$ cat config.mk
export PLATFORM = sky130hd
export DESIGN_NAME = ring_phase_monitor
export DESIGN_NICKNAME = d
export VERILOG_FILES = /design/src/rtl/ring_phase_monitor.sv
export SDC_FILE = /design/constraint.sdc
export NUM_CORES = 1
export LEC_CHECK = 0
export ABC_AREA = 1
export BUFFER_PORTS_ARGS = -buffer_cell sky130_fd_sc_hd__buf_2
export CELL_PAD_IN_SITES_DETAIL_PLACEMENT = 1
export CELL_PAD_IN_SITES_GLOBAL_PLACEMENT = 2
export CORE_MARGIN = 4
export CORE_UTILIZATION = 32
export CTS_BUF_LIST = sky130_fd_sc_hd__clkbuf_16
export DETAILED_ROUTE_END_ITERATION = 10
export PLACE_DENSITY_LB_ADDON = 0.1
export SYNTH_ARGS = -nofsm -noshare
export SYNTH_HDL_FRONTEND = slang
export SYNTH_SLANG_ARGS = --single-unit
$ cat constraint.sdc
create_clock -name clk -period 5.3 [get_ports clk]
set_input_delay 1.06 -clock clk [delete_from_list [all_inputs] [get_ports clk]]
set_output_delay 1.06 -clock clk [all_outputs]
set_load 0.02 [all_outputs]
$ cat src/rtl/ring_phase_monitor.sv
// ring_phase_monitor
//   Watches the one-hot phase vector of an upstream 4-bit ring counter. It
//   checks that each sample is legal, tracks the step from one phase to the
//   next, declares lock after LOCK_CNT consecutive +1 advances, and counts
//   completed revolutions while locked.
//
// Ports
//   clk          sole clock, rising edge
//   ORI          synchronous active-high reset (priority over all inputs)
//   ring_in[3:0] one-hot phase vector, bit 0 = phase 0
//   clr_err      synchronous clear of both sticky error flags
//   phase[1:0]   index of the set bit of the last legal sample
//   phase_valid  last sample was exactly one-hot
//   locked       ring is advancing legally
//   rev_pulse    one-cycle pulse per completed revolution (3->0) while locked
//   rev_count    revolutions since lock entry or reset, wraps silently
//   err_onehot   sticky: a non-one-hot sample was seen
//   err_seq      sticky: an illegal phase step was seen while tracking/locked
//
// All outputs are registered and reflect the sample taken at the same edge.
module ring_phase_monitor #(
  parameter int REV_W    = 8,
  parameter int LOCK_CNT = 4
) (
  input  logic             clk,
  input  logic             ORI,
  input  logic [3:0]       ring_in,
  input  logic             clr_err,
  output logic [1:0]       phase,
  output logic             phase_valid,
  output logic             locked,
  output logic             rev_pulse,
  output logic [REV_W-1:0] rev_count,
  output logic             err_onehot,
  output logic             err_seq
);

  typedef enum logic [1:0] {
    ACQUIRE = 2'd0,
    TRACK   = 2'd1,
    LOCKED  = 2'd2
  } state_t;

  state_t             state_reg, state_next;
  logic [3:0]         adv_cnt_reg, adv_cnt_next;
  logic [1:0]         phase_reg, phase_next;
  logic               phase_valid_reg, phase_valid_next;
  logic               locked_reg, locked_next;
  logic               rev_pulse_reg, rev_pulse_next;
  logic [REV_W-1:0]   rev_count_reg, rev_count_next;
  logic               err_onehot_reg, err_onehot_next;
  logic               err_seq_reg, err_seq_next;

  logic               onehot;
  logic [1:0]         new_idx;
  logic               step_hold;
  logic               step_adv;
  logic               step_skip;

  assign onehot = $onehot(ring_in);

  // Encoder: only meaningful when the sample is one-hot.
  always_comb begin
    new_idx = 2'd0;
    for (int i = 0; i < 4; i++) begin
      if (ring_in[i]) begin
        new_idx = 2'(i);
      end
    end
  end

  // Step relative to the last legal phase; 2-bit add wraps 3 -> 0.
  assign step_hold = onehot && (new_idx == phase_reg);
  assign step_adv  = onehot && (new_idx == phase_reg + 2'd1);
  assign step_skip = onehot && !step_hold && !step_adv;

  always_comb begin
    state_next       = state_reg;
    adv_cnt_next     = adv_cnt_reg;
    phase_next       = onehot ? new_idx : phase_reg;
    phase_valid_next = onehot;
    rev_pulse_next   = 1'b0;
    rev_count_next   = rev_count_reg;
    // A fresh error in the same cycle as clr_err wins.
    err_onehot_next  = (err_onehot_reg & ~clr_err) | ~onehot;
    err_seq_next     = err_seq_reg & ~clr_err;

    case (state_reg)
      ACQUIRE: begin
        if (onehot) begin
          state_next   = TRACK;
          adv_cnt_next = 4'd0;
        end
      end
      TRACK: begin
        if (!onehot || step_skip) begin
          state_next   = ACQUIRE;
          adv_cnt_next = 4'd0;
          if (step_skip) begin
            err_seq_next = 1'b1;
          end
        end else if (step_adv) begin
          adv_cnt_next = adv_cnt_reg + 4'd1;
          if (adv_cnt_reg == 4'(LOCK_CNT - 1)) begin
            // Lock entry never pulses, even when this step is 3 -> 0.
            state_next     = LOCKED;
            rev_count_next = '0;
          end
        end
      end
      LOCKED: begin
        if (!onehot || step_skip) begin
          state_next   = ACQUIRE;
          adv_cnt_next = 4'd0;
          if (step_skip) begin
            err_seq_next = 1'b1;
          end
        end else if (step_adv && (phase_reg == 2'd3)) begin
          rev_pulse_next = 1'b1;
          rev_count_next = rev_count_reg + 1'b1;
        end
      end
      default: begin
        state_next   = ACQUIRE;
        adv_cnt_next = 4'd0;
      end
    endcase

    locked_next = (state_next == LOCKED);
  end

  always_ff @(posedge clk) begin
    if (ORI) begin
      state_reg       <= ACQUIRE;
      adv_cnt_reg     <= 4'd0;
      phase_reg       <= 2'd0;
      phase_valid_reg <= 1'b0;
      locked_reg      <= 1'b0;
      rev_pulse_reg   <= 1'b0;
      rev_count_reg   <= '0;
      err_onehot_reg  <= 1'b0;
      err_seq_reg     <= 1'b0;
    end else begin
      state_reg       <= state_next;
      adv_cnt_reg     <= adv_cnt_next;
      phase_reg       <= phase_next;
      phase_valid_reg <= phase_valid_next;
      locked_reg      <= locked_next;
      rev_pulse_reg   <= rev_pulse_next;
      rev_count_reg   <= rev_count_next;
      err_onehot_reg  <= err_onehot_next;
      err_seq_reg     <= err_seq_next;
    end
  end

  assign phase       = phase_reg;
  assign phase_valid = phase_valid_reg;
  assign locked      = locked_reg;
  assign rev_pulse   = rev_pulse_reg;
  assign rev_count   = rev_count_reg;
  assign err_onehot  = err_onehot_reg;
  assign err_seq     = err_seq_reg;

endmodule

# Yosys cells after proc, flatten, opt, wreduce, memory -nomap -nowiden
# Cells that the tools add are included.
# Widths: inputs -> output; s select.
[word_totals] input_bits=7 out_inout_bits=15 ff_bits=21
[op_classes] eq_ne=16 n_addsub=6 bitwise=6 n_mux=24 reduce_logical=15
[op_table] op="$mux 8" n=5
[op_table] op="$mux 4" n=4
[op_table] op="$pmux 8 s2" n=1
[op_table] op="$mux 2" n=7
[op_table] op="$ne 2x2->1 const B" n=7
[op_table] op="$pmux 4 s3" n=1
[op_table] op="$add 8x1->8 const B" n=1
[op_table] op="$eq 2x2->1 const B" n=3
[op_table] op="$pmux 2 s3" n=1
[op_table] op="$reduce_and 6->1" n=1
[op_table] op="$logic_and 1x1->1" n=5
[op_table] op="$mux 1" n=5
[op_table] op="$add 1x1->2" n=2
[op_table] op="$add 4x1->4 const B" n=1
[op_table] op="$eq 2x2->1" n=2
[op_table] op="$eq 4x2->1 const B" n=1
[op_table] op="$add 2x2->3" n=1
[op_table] op="$eq 3x1->1 const B" n=1
[op_table] op="$logic_not 1->1" n=3
[op_table] op="$ne 3x3->1 const B" n=1
[op_table] op="$not 1->1" n=3
[op_table] op="$reduce_and 3->1" n=1
[op_table] op="$reduce_or 3->1" n=1
[op_table] op="$add 2x1->2 const B" n=1
[op_table] op="other kinds (7)" n=8

# Depth between registers and ports, before layout
# Gate-level depths: netlist of the first run.
[logic_depth] word_depth=12 ltp_mapped=16 ltp_nobuf=16

# Worst setup path after synthesis of the first run
# OpenSTA, ideal clock, no wires.
[synth_path] kind="in2reg" from="input port ring_in[0]" to="register rev_count_reg[3], in the netlist rev_count[3]" t_arrival_ns=2.933 setup_time_ns=0.116 path_stages=13 slack_ns=2.251 path_cell_list="inv_1 > fa_1 > inv_1 > ha_1 > ha_1 > nor2_1 > nand2_1 > nor2_4 > nand2_2 > o21ai_4 > nand2_4 > o21ai_0 > nor2_1"
[synth_via] elab_chain_cells=10
[synth_lines] item="start, declared" line_no="27" rtl="input logic [3:0] ring_in,"
[synth_lines] item="$add 1x1->2 (not written as such) *" line_no="60" rtl="assign onehot = $onehot(ring_in);"
[synth_lines] item="$add 2x2->3 (not written as such) *" line_no="60"
[synth_lines] item="$eq 3x1->1 *" line_no="60"
[synth_lines] item="$logic_and 1x1->1" line_no="73" rtl="assign step_hold = onehot && (new_idx == phase_reg);"
[synth_lines] item="$logic_not 1->1" line_no="75" rtl="assign step_skip = onehot && !step_hold && !step_adv;"
[synth_lines] item="$logic_and 1x1->1 (2 in series)" line_no="75"
[synth_lines] item="$logic_or 1x1->1" line_no="96, 112"
[synth_lines] item="$ne 2x2->1 (no line)"
[synth_lines] item="$reduce_and 6->1 (no line) *"
[synth_lines] item="end signal, assigned" line_no="150" rtl="rev_count_reg <= rev_count_next;"
[synth_lines] item="end, declared" line_no="50" rtl="logic [REV_W-1:0] rev_count_reg, rev_count_next;"
# Every way passes the cells marked *; elsewhere a longest branch is shown, timed or not.
# A chain may end at the register's enable or synchronous reset.

# Final worst setup path of the first run
[layout_path] from="input port ring_in[1]" to="register rev_count_reg[6], in the netlist rev_count[6]"
[layout_via] elab_chain_cells=11
[layout_lines] item="branches (longest 10 deep; another with $add 2x2->3)"
[layout_lines] item="$reduce_and 6->1 (no line) *"
# Every way passes the cells marked *.

==> results of run 1 <==
-- cell usage after synthesis --
cell type,instances,area share
nand3_1,11,0.042
nand2_2,9,0.043
buf_2,1,0.0038
nand2_4,1,0.0086
a21oi_4,1,0.012
inv_1,28,0.080
nor3_1,2,0.0076
nand3_2,1,0.0076
a21oi_1,10,0.038
a21boi_0,1,0.0057
nand2_1,38,0.11
o21ai_4,1,0.012
dfxtp_1,21,0.32
fa_1,1,0.015
clkbuf_1,1,0.0029
ha_1,9,0.086
xor2_1,4,0.027
o21ai_2,1,0.0067
nor2_2,1,0.0048
nand4_1,3,0.014
o21ai_0,8,0.030
inv_2,3,0.0086
clkinv_4,1,0.0067
nor2_4,1,0.0086
o21ai_1,3,0.011
nor2_1,31,0.089
-- cell usage in the layout, fill, tap and decap left out, types with 2 or more instances in the layout --
master | netlist | final
ha_1 | 9 | 9
nand2_2 | 9 | 9
nor2_1 | 31 | 31
inv_1 | 28 | 28
nand4_1 | 3 | 3
dfxtp_1 | 21 | 21
nor3_1 | 2 | 2
o21ai_0 | 8 | 8
xor2_1 | 4 | 4
nand3_1 | 11 | 11
nand2_1 | 38 | 38
o21ai_1 | 3 | 3
buf_2 | 1 | 21
a21oi_1 | 10 | 10
clkbuf_16 | 0 | 3
inv_2 | 3 | 3
-- layer usage --
layer  track usage  up-vias  routed length [um]  part of all wire
li1              -      642                   -                 -
met1         0.161      560                1550              0.48
met2         0.237       18                1500              0.47
met3        0.0222        5                  93             0.029
met4        0.0438        0                  44             0.014
met5             0        -                   0                 0
-- worst max path at each step --
stage,startpoint,end,cells after the start,slack (ns)
after floorplan,ring_in[0],rev_count[3]$_SDFFE_PP0P_,13,2.25
after global placement,ring_in[0],rev_count[3]$_SDFFE_PP0P_,14,1.83
after detailed placement,ring_in[1],rev_count[3]$_SDFFE_PP0P_,14,1.72
after CTS,ring_in[1],rev_count[3]$_SDFFE_PP0P_,14,1.97
after global routing,ring_in[0],rev_count[0]$_SDFFE_PP0P_,14,1.79
final,ring_in[1],rev_count[6]$_SDFFE_PP0P_,14,2.01
-- power breakdown --
part	leakage (uW)	internal, uW	switching (uW)
clock network	0.0000409	101	62.4
registers	0.000172	177	16.4
logic	0.000543	53.0	108
total	0.000755	332	187
-- cell type report --
cell class	instances	area [um^2]	share of cell area
timing repair buffer	21	105	0.0677
clock inverter	1	5.00	0.00322
clock buffer	3	75.1	0.0483
inverter	32	125	0.0806
multi-input combinational	137	759	0.489
sequential	21	420	0.271
tap	50	62.6	0.0403
-- metrics by stage --
stage / instance area (um^2) / total power, uW
after global placement: 1470 / 356
after CTS: 1550 / 527
after global routing: 1550 / 557
after floorplan: 1310 / 319
final: 1550 / 519
after detailed placement: 1470 / 362
-- worst register-to-register path, cell delays in order, from the launching register on --
cell and delay (ns):
dfxtp_1 0.34, ha_1 0.32, nand2_1 0.09, nand2_2 0.08
nor2_4 0.09, nand4_1 0.14, o21ai_2 0.16, nand2_4 0.14
o21ai_0 0.18, nor2_1 0.05
-- cells by family (layout without fill, tap and decap cells) --
kind of cell / Yosys count / after routing
AOI/OAI and AO/OA: 25 / 25
xor gates and xnor gates: 4 / 4
adders and majority gates: 10 / 10
buffers and inverters: 34 / 57
DFF: 21 / 21
and+or+nand+nor: 98 / 98
==> impl_results.md, run 1 <==
* Clock skew at ~0.0031 ns
* Htree depth at 1
* Synth warn at 0
* Post-synthesis simple-gate area fraction at 0.333
* Highest clock rate at 0.304 GHz
* Die X at roughly 70 um
* Worst reg2reg setup slack at ~3.6 ns
* Minimum clock period at about 3.3 ns
* Period utilisation layout at 0.621
* Synth unique cells at 26
* Max-slew violation count at 0
* CP cell instances: buf_2, inv_1, fa_1, inv_1, ha_1, ha_1, nor2_1, nand2_1, nor2_4, nand4_1, o21ai_2, nand2_4, o21ai_0, nor2_1
* Total Routing Usage GR at 0.133
* CP max-delay cell: fa_1
* Largest family of logic cells by synthesized area: simple AND/OR/NAND/NOR gates
* CTS tree: built
* Die ar. at approximately 5200 um^2
* Max_slew headroom at 0.690
* Drt pass-1 iters at 4
* Average wire per standard cell at 12.0 um
* IO buf count at 21
* # setup viols final at 0
* Num CTS Buffers at 3
* Critical R2R Launch: phase[0]$_SDFFE_PP0P_
* Layout cells sized above 1 at 0.209
* Buf+Inv Stages, Crit Path at 3
* Maxcap violations at 0
* Antenna Cells at 0
* Max clock buf depth at 2
* Worst EP arrival at about 3.4 ns
* Kind of critical path: in2reg
* First-iteration detailed-routing DRC count at approximately 50
* Fillcell total at about 530
* Hold-critical path depth at 2
* Worst Max-Slew Pin Slew at 0.464 ns
* Maximum vdd drop at around 110 uV
* Required @ worst endpoint at between 5 and 6 ns
* CTS clk-pin slew, worst paths at ~0.060 ns
* GP Congestion at 0.702
* Final Hold Vio Count at 0
* Largest net degree at the start of global routing at 14
* Cell family with most CP delay: adder cells
* Initial core utilization at 0.331
* Post-CTS Setup Bufs at 0
* Clk Latency, worst-skew pair at around 0.26 ns
* Non-Filler Instances at 265
* Post-DP HPWL at 2.58 mm
* Fin Hold WS at ~0.46 ns
* Net Count, Synth at between 200 and 250
* Post-Route WL at approximately 3.2 mm
* First-pass GRT wire length at ~5.5 mm
* # clock sinks at 21
* CTS resizes at 0
* Gate count after technology mapping at approximately 190
* Hold Crit Start: err_seq$_SDFF_PP0_
* DR vias at roughly 1200
* R2R Path End: rev_count[6]$_SDFFE_PP0P_
* Leakage at ~0.00076 uW
* Pwr dens at around 330 nW/um^2
* DRC at 0
* Xor and xnor area share after synthesis at 0.0267
* Dpl cells at roughly 260
* Rows at 23
* Worst min-delay path category: reg2reg
* Outcome: finished, final reports clean
* Sequential area share after synthesis at 0.320
* Vias per cell at around 4.6
* CP peak stage delay at just under 0.5 ns
* DRT antenna net count at 0
* Fin worst setup slack at about 2.0 ns
* # IOs at 22
* Critical Path End Type: register
* Cell Area, Synth at roughly 1300 um^2
* CP Max Fanout at 11
* Post-synthesis compound-gate area fraction at 0.117
* TNS Setup at 0 ns
* Max reg flops at 8
* CTS Hold Bufs at 0
* Post-layout util at 0.391
* Mux contribution to synthesized area at 0
* CTS Root Cell: clkbuf_16
* #FFs+latches synth at 21
* Initial antenna violation count at 0
* Synth Area per Inst at 6.84 um^2
* Area delta synth->final at 18.2%
* Unrepaired setup endpoints after global routing: no
* Remaining Overflow, GRT at 0
* Setup crit start kind: primary input
* Die outline height at approximately 70 um
* Setup WS pre-CTS at between 1.5 and 2 ns
* Vias in the first global route at 1262
* Worst Reg-to-Reg Cells at 9
* Nets@finish at ~230
* Core box area at 3970 um^2
* Synth Area in Adders at 0.101
* Hold EP: err_seq$_SDFF_PP0_
(Power assumes the default switching activity.)
==> run 2: changes to the inputs <==
--- a/config.mk
+++ b/config.mk
@@ -5,12 +5,12 @@
 export SDC_FILE = /design/constraint.sdc
 export NUM_CORES = 1
 export LEC_CHECK = 0
-export ABC_AREA = 1
+export ABC_AREA = 0
 export BUFFER_PORTS_ARGS = -buffer_cell sky130_fd_sc_hd__buf_2
 export CELL_PAD_IN_SITES_DETAIL_PLACEMENT = 1
 export CELL_PAD_IN_SITES_GLOBAL_PLACEMENT = 2
 export CORE_MARGIN = 4
-export CORE_UTILIZATION = 32
+export CORE_UTILIZATION = 33
 export CTS_BUF_LIST = sky130_fd_sc_hd__clkbuf_16
 export DETAILED_ROUTE_END_ITERATION = 10
 export PLACE_DENSITY_LB_ADDON = 0.1
==> constraint.sdc (replaced) <==
create_clock -name clk -period 3.25 [get_ports clk]
set_input_delay 0.65 -clock clk [delete_from_list [all_inputs] [get_ports clk]]
set_output_delay 0.65 -clock clk [all_outputs]
set_load 0.02 [all_outputs]
==> run 2 against run 1 <==
  * Area after synthesis grew 5.6%
  * Clock skew is 0.00065 ns higher
  * Sequential share of layout area decreased by 0.80 points
  * Cell count decreased by 12%
  * Global-route usage grew 1.7 points
  * Die area rose by 2.1%
  * Critical path depth is 2 lower
  * Synthesized cell count decreased by 18%
  * First-iteration DRC count decreased by 20%
==> impl_results.md, run 2 <==
* Outcome: finished, final reports clean
* Highest clock rate at approximately 0.34 GHz
* Critical R2R Launch: phase[0]$_SDFFE_PP0P_
* CTS clk-pin slew, worst paths at 0.06 ns
* Post-layout util at 0.397
* Fillcell total at 500
* Net Count, Synth at around 180
* Critical Path End Type: register
* Worst Reg-to-Reg Cells at 7
* Area delta synth->final at 15.3%
* Largest net degree at the start of global routing at 18
* IO buf count at 21
* Met2 Use GR at 0.243
* Commonest cells post-synth: dfxtp_1 (21), a21oi_1 (14), inv_1 (14), nor2_1 (14), nand2_1 (11)
* Most Crowded Layer GR: met2
* DR vias at ~1300
* Setup crit start kind: primary input
* Gate count after technology mapping at ~160
* Core box area at approximately 4000 um^2
* Nets@finish at 200
* Grt met3 use at 0.0358
* Max_slew headroom at 0.667
* DRT antenna net count at 0
* # IOs at 22
* Layout cells sized above 1 at 0.214
* Total Routing Usage GR at 0.150
* GP Congestion at between 0.7 and 0.8
* Antenna Cells at 0
* Synth unique cells at 48
* Register area at around 420 um^2
* CP cell instances: buf_2, inv_1, fa_1, inv_1, ha_1, ha_1, nor2_1, nand2_1, a211oi_2, a41oi_1, or3_1, a211oi_1
* Max reg flops at 8
* CTS resizes at 0
* First-iteration detailed-routing DRC count at 39
* Remaining Overflow, GRT at 0
* Initial antenna violation count at 0
* Synth async-reset ratio at 0
* Minimum clock period at slightly below 3 ns
* Period utilisation layout at 0.901
* Top cell type's share of synthesized area at 0.303
* Die X at approximately 73 um
* Most common cell in the netlist: dfxtp_1
* Unrepaired setup endpoints after global routing: no
* Max clock buf depth at 2
* Main synth FF type: dfxtp_1
* Die ar. at approximately 5300 um^2
* Pwr dens at about 460 nW/um^2
* Clock skew at ~0.0038 ns
* Hold-critical path depth at 2
* Max-slew violation count at 0
* Drt pass-1 iters at 2
* Yosys top cell by area: dfxtp_1
* CP peak stage delay at between 0.4 and 0.5 ns
* Met1 usage at 0.206
* Average wire per standard cell at between 15 and 20 um
* Required @ worst endpoint at between 3 and 4 ns
* Worst EP arrival at 3.09 ns
* Multi-input logic area at around 840 um^2
* Initial core utilization at 0.344
* Num CTS Buffers at 3
* Worst Max-Slew Pin Slew at approximately 0.50 ns
* Cell Area, Synth at 1390 um^2
* Clk Latency, worst-skew pair at around 0.25 ns
* CTS Root Cell: clkbuf_16
* Hold EP: err_onehot$_SDFF_PP0_
* CTS tree: built
* First-pass GRT wire length at ~6.3 mm
* Post-DP HPWL at roughly 2.9 mm
* Synth warn at 0
* Final Hold Vio Count at 0
* CP Max Fanout at 7
* # clock sinks at 21
* Kind of critical path: in2reg
* Worst min-delay path category: reg2reg
* Die outline height at around 73 um
* Sequential area share after synthesis at 0.303
* DRC at 0
* Maximum vdd drop at 247 uV
* Hold Crit Start: err_onehot$_SDFF_PP0_
* Post-CTS Setup Bufs at 0
* Post-synth EDFFs at 0
* R2R Path End: adv_cnt_reg[3]$_SDFFE_PP0P_
* # setup viols final at 0
* #FFs+latches synth at 21
* Vias in the first global route at roughly 1300
* Htree depth at 1
* Maxcap violations at 0
* Synth top area cells: dfxtp_1 (30%), ha_1 (8.1%), a21oi_1 (5.0%)
* Synth Area per Inst at 8.78 um^2
* Commonest cells after routing, fill and taps aside: dfxtp_1 (21), buf_2 (21), inv_1 (15)
* TNS Setup at 0 ns
* Rows at 23
* Vias per cell at between 5 and 6
* Worst reg2reg setup slack at between 0.6 and 0.7 ns
* Post-Route WL at roughly 3.7 mm
* CP max-delay cell: fa_1
* CTS Hold Bufs at 0
* Leakage at 0.000689 uW
==> run 2: changes by cell type after synthesis, sizes merged, moves of 4 or more <==
| cell | previous run | this run |
|---|---|---|
| nand2 | 48 | 12 |
| inv | 31 | 14 |
| nand3 | 12 | 4 |
| nor2 | 33 | 14 |
| a31oi | 0 | 5 |
| xor2 | 4 | 0 |
| nand4b | 0 | 4 |
| o21ai | 13 | 9 |
==> run 2: critical path: cells and delay by family <==
family                   cells  cell delay, ns
adder cells (fa/ha/maj)      3            0.92
AO/OA/AOI/OAI                3            0.61
buffers and inverters        3            0.27
AND/OR/NAND/NOR              3            0.65
==> run 2: kinds of logic (layout without fill, tap and decap cells) <==
kind of cell / after synthesis / after routing / synth area share
AO/OA/AOI/OAI: 50 / 50 / 0.268
buffers and inverters: 21 / 45 / 0.0947
multiplexers: 2 / 2 / 0.0153
adder cells (fa/ha/maj): 10 / 10 / 0.0956
flip-flops: 21 / 21 / 0.303
AND/OR/NAND/NOR: 54 / 54 / 0.224
==> run 2: final cells by class <==
| type | count | area share |
|---|---|---|
| Multi-Input combinational cell | 116 | 0.522 |
| Timing Repair Buffer | 27 | 0.0938 |
| Sequential cell | 21 | 0.263 |
| Clock buffer | 3 | 0.0469 |
| Tap cell | 50 | 0.0391 |
| Clock inverter | 1 | 0.00235 |
| Inverter | 14 | 0.0328 |
==> run 2: power breakdown <==
part	switching [uW]	leakage, uW	internal [uW]
clock network	94.4	0.0000423	164
registers	14.7	0.000170	268
logic	122	0.000477	74.2
total	231	0.000689	506
==> run 2: worst max path at each step <==
stage | start | endpoint
2_1_floorplan | ring_in[0] | rev_count[6]$_SDFFE_PP0P_
3_3_place_gp | ring_in[3] | locked$_SDFF_PP0_
3_5_place_dp | ring_in[3] | locked$_SDFF_PP0_
4_1_cts | ring_in[3] | locked$_SDFF_PP0_
5_1_grt | ring_in[3] | locked$_SDFF_PP0_
6_report | ring_in[3] | locked$_SDFF_PP0_
==> run 2: through the flow <==
stage | hold slack [ns] | std cells | instance area [um^2] | power, uW | setup slack (ns)
floorplan | 0.472 | 158 | 1390 | 443 | 0.316
global placement | 0.445 | 228 | 1520 | 481 | 0.172
detailed placement | 0.456 | 228 | 1520 | 487 | 0.0393
CTS | 0.466 | 232 | 1600 | 752 | 0.300
global route | 0.507 | 232 | 1600 | 787 | 0.0347
finish | 0.464 | 232 | 1600 | 737 | 0.323
==> run 2: per-layer routing <==
metal	routed length [um]	up-vias
met1	1850	603
met2	1700	14
met3	102	5
li1	-	634
met5	0	-
met4	25	0
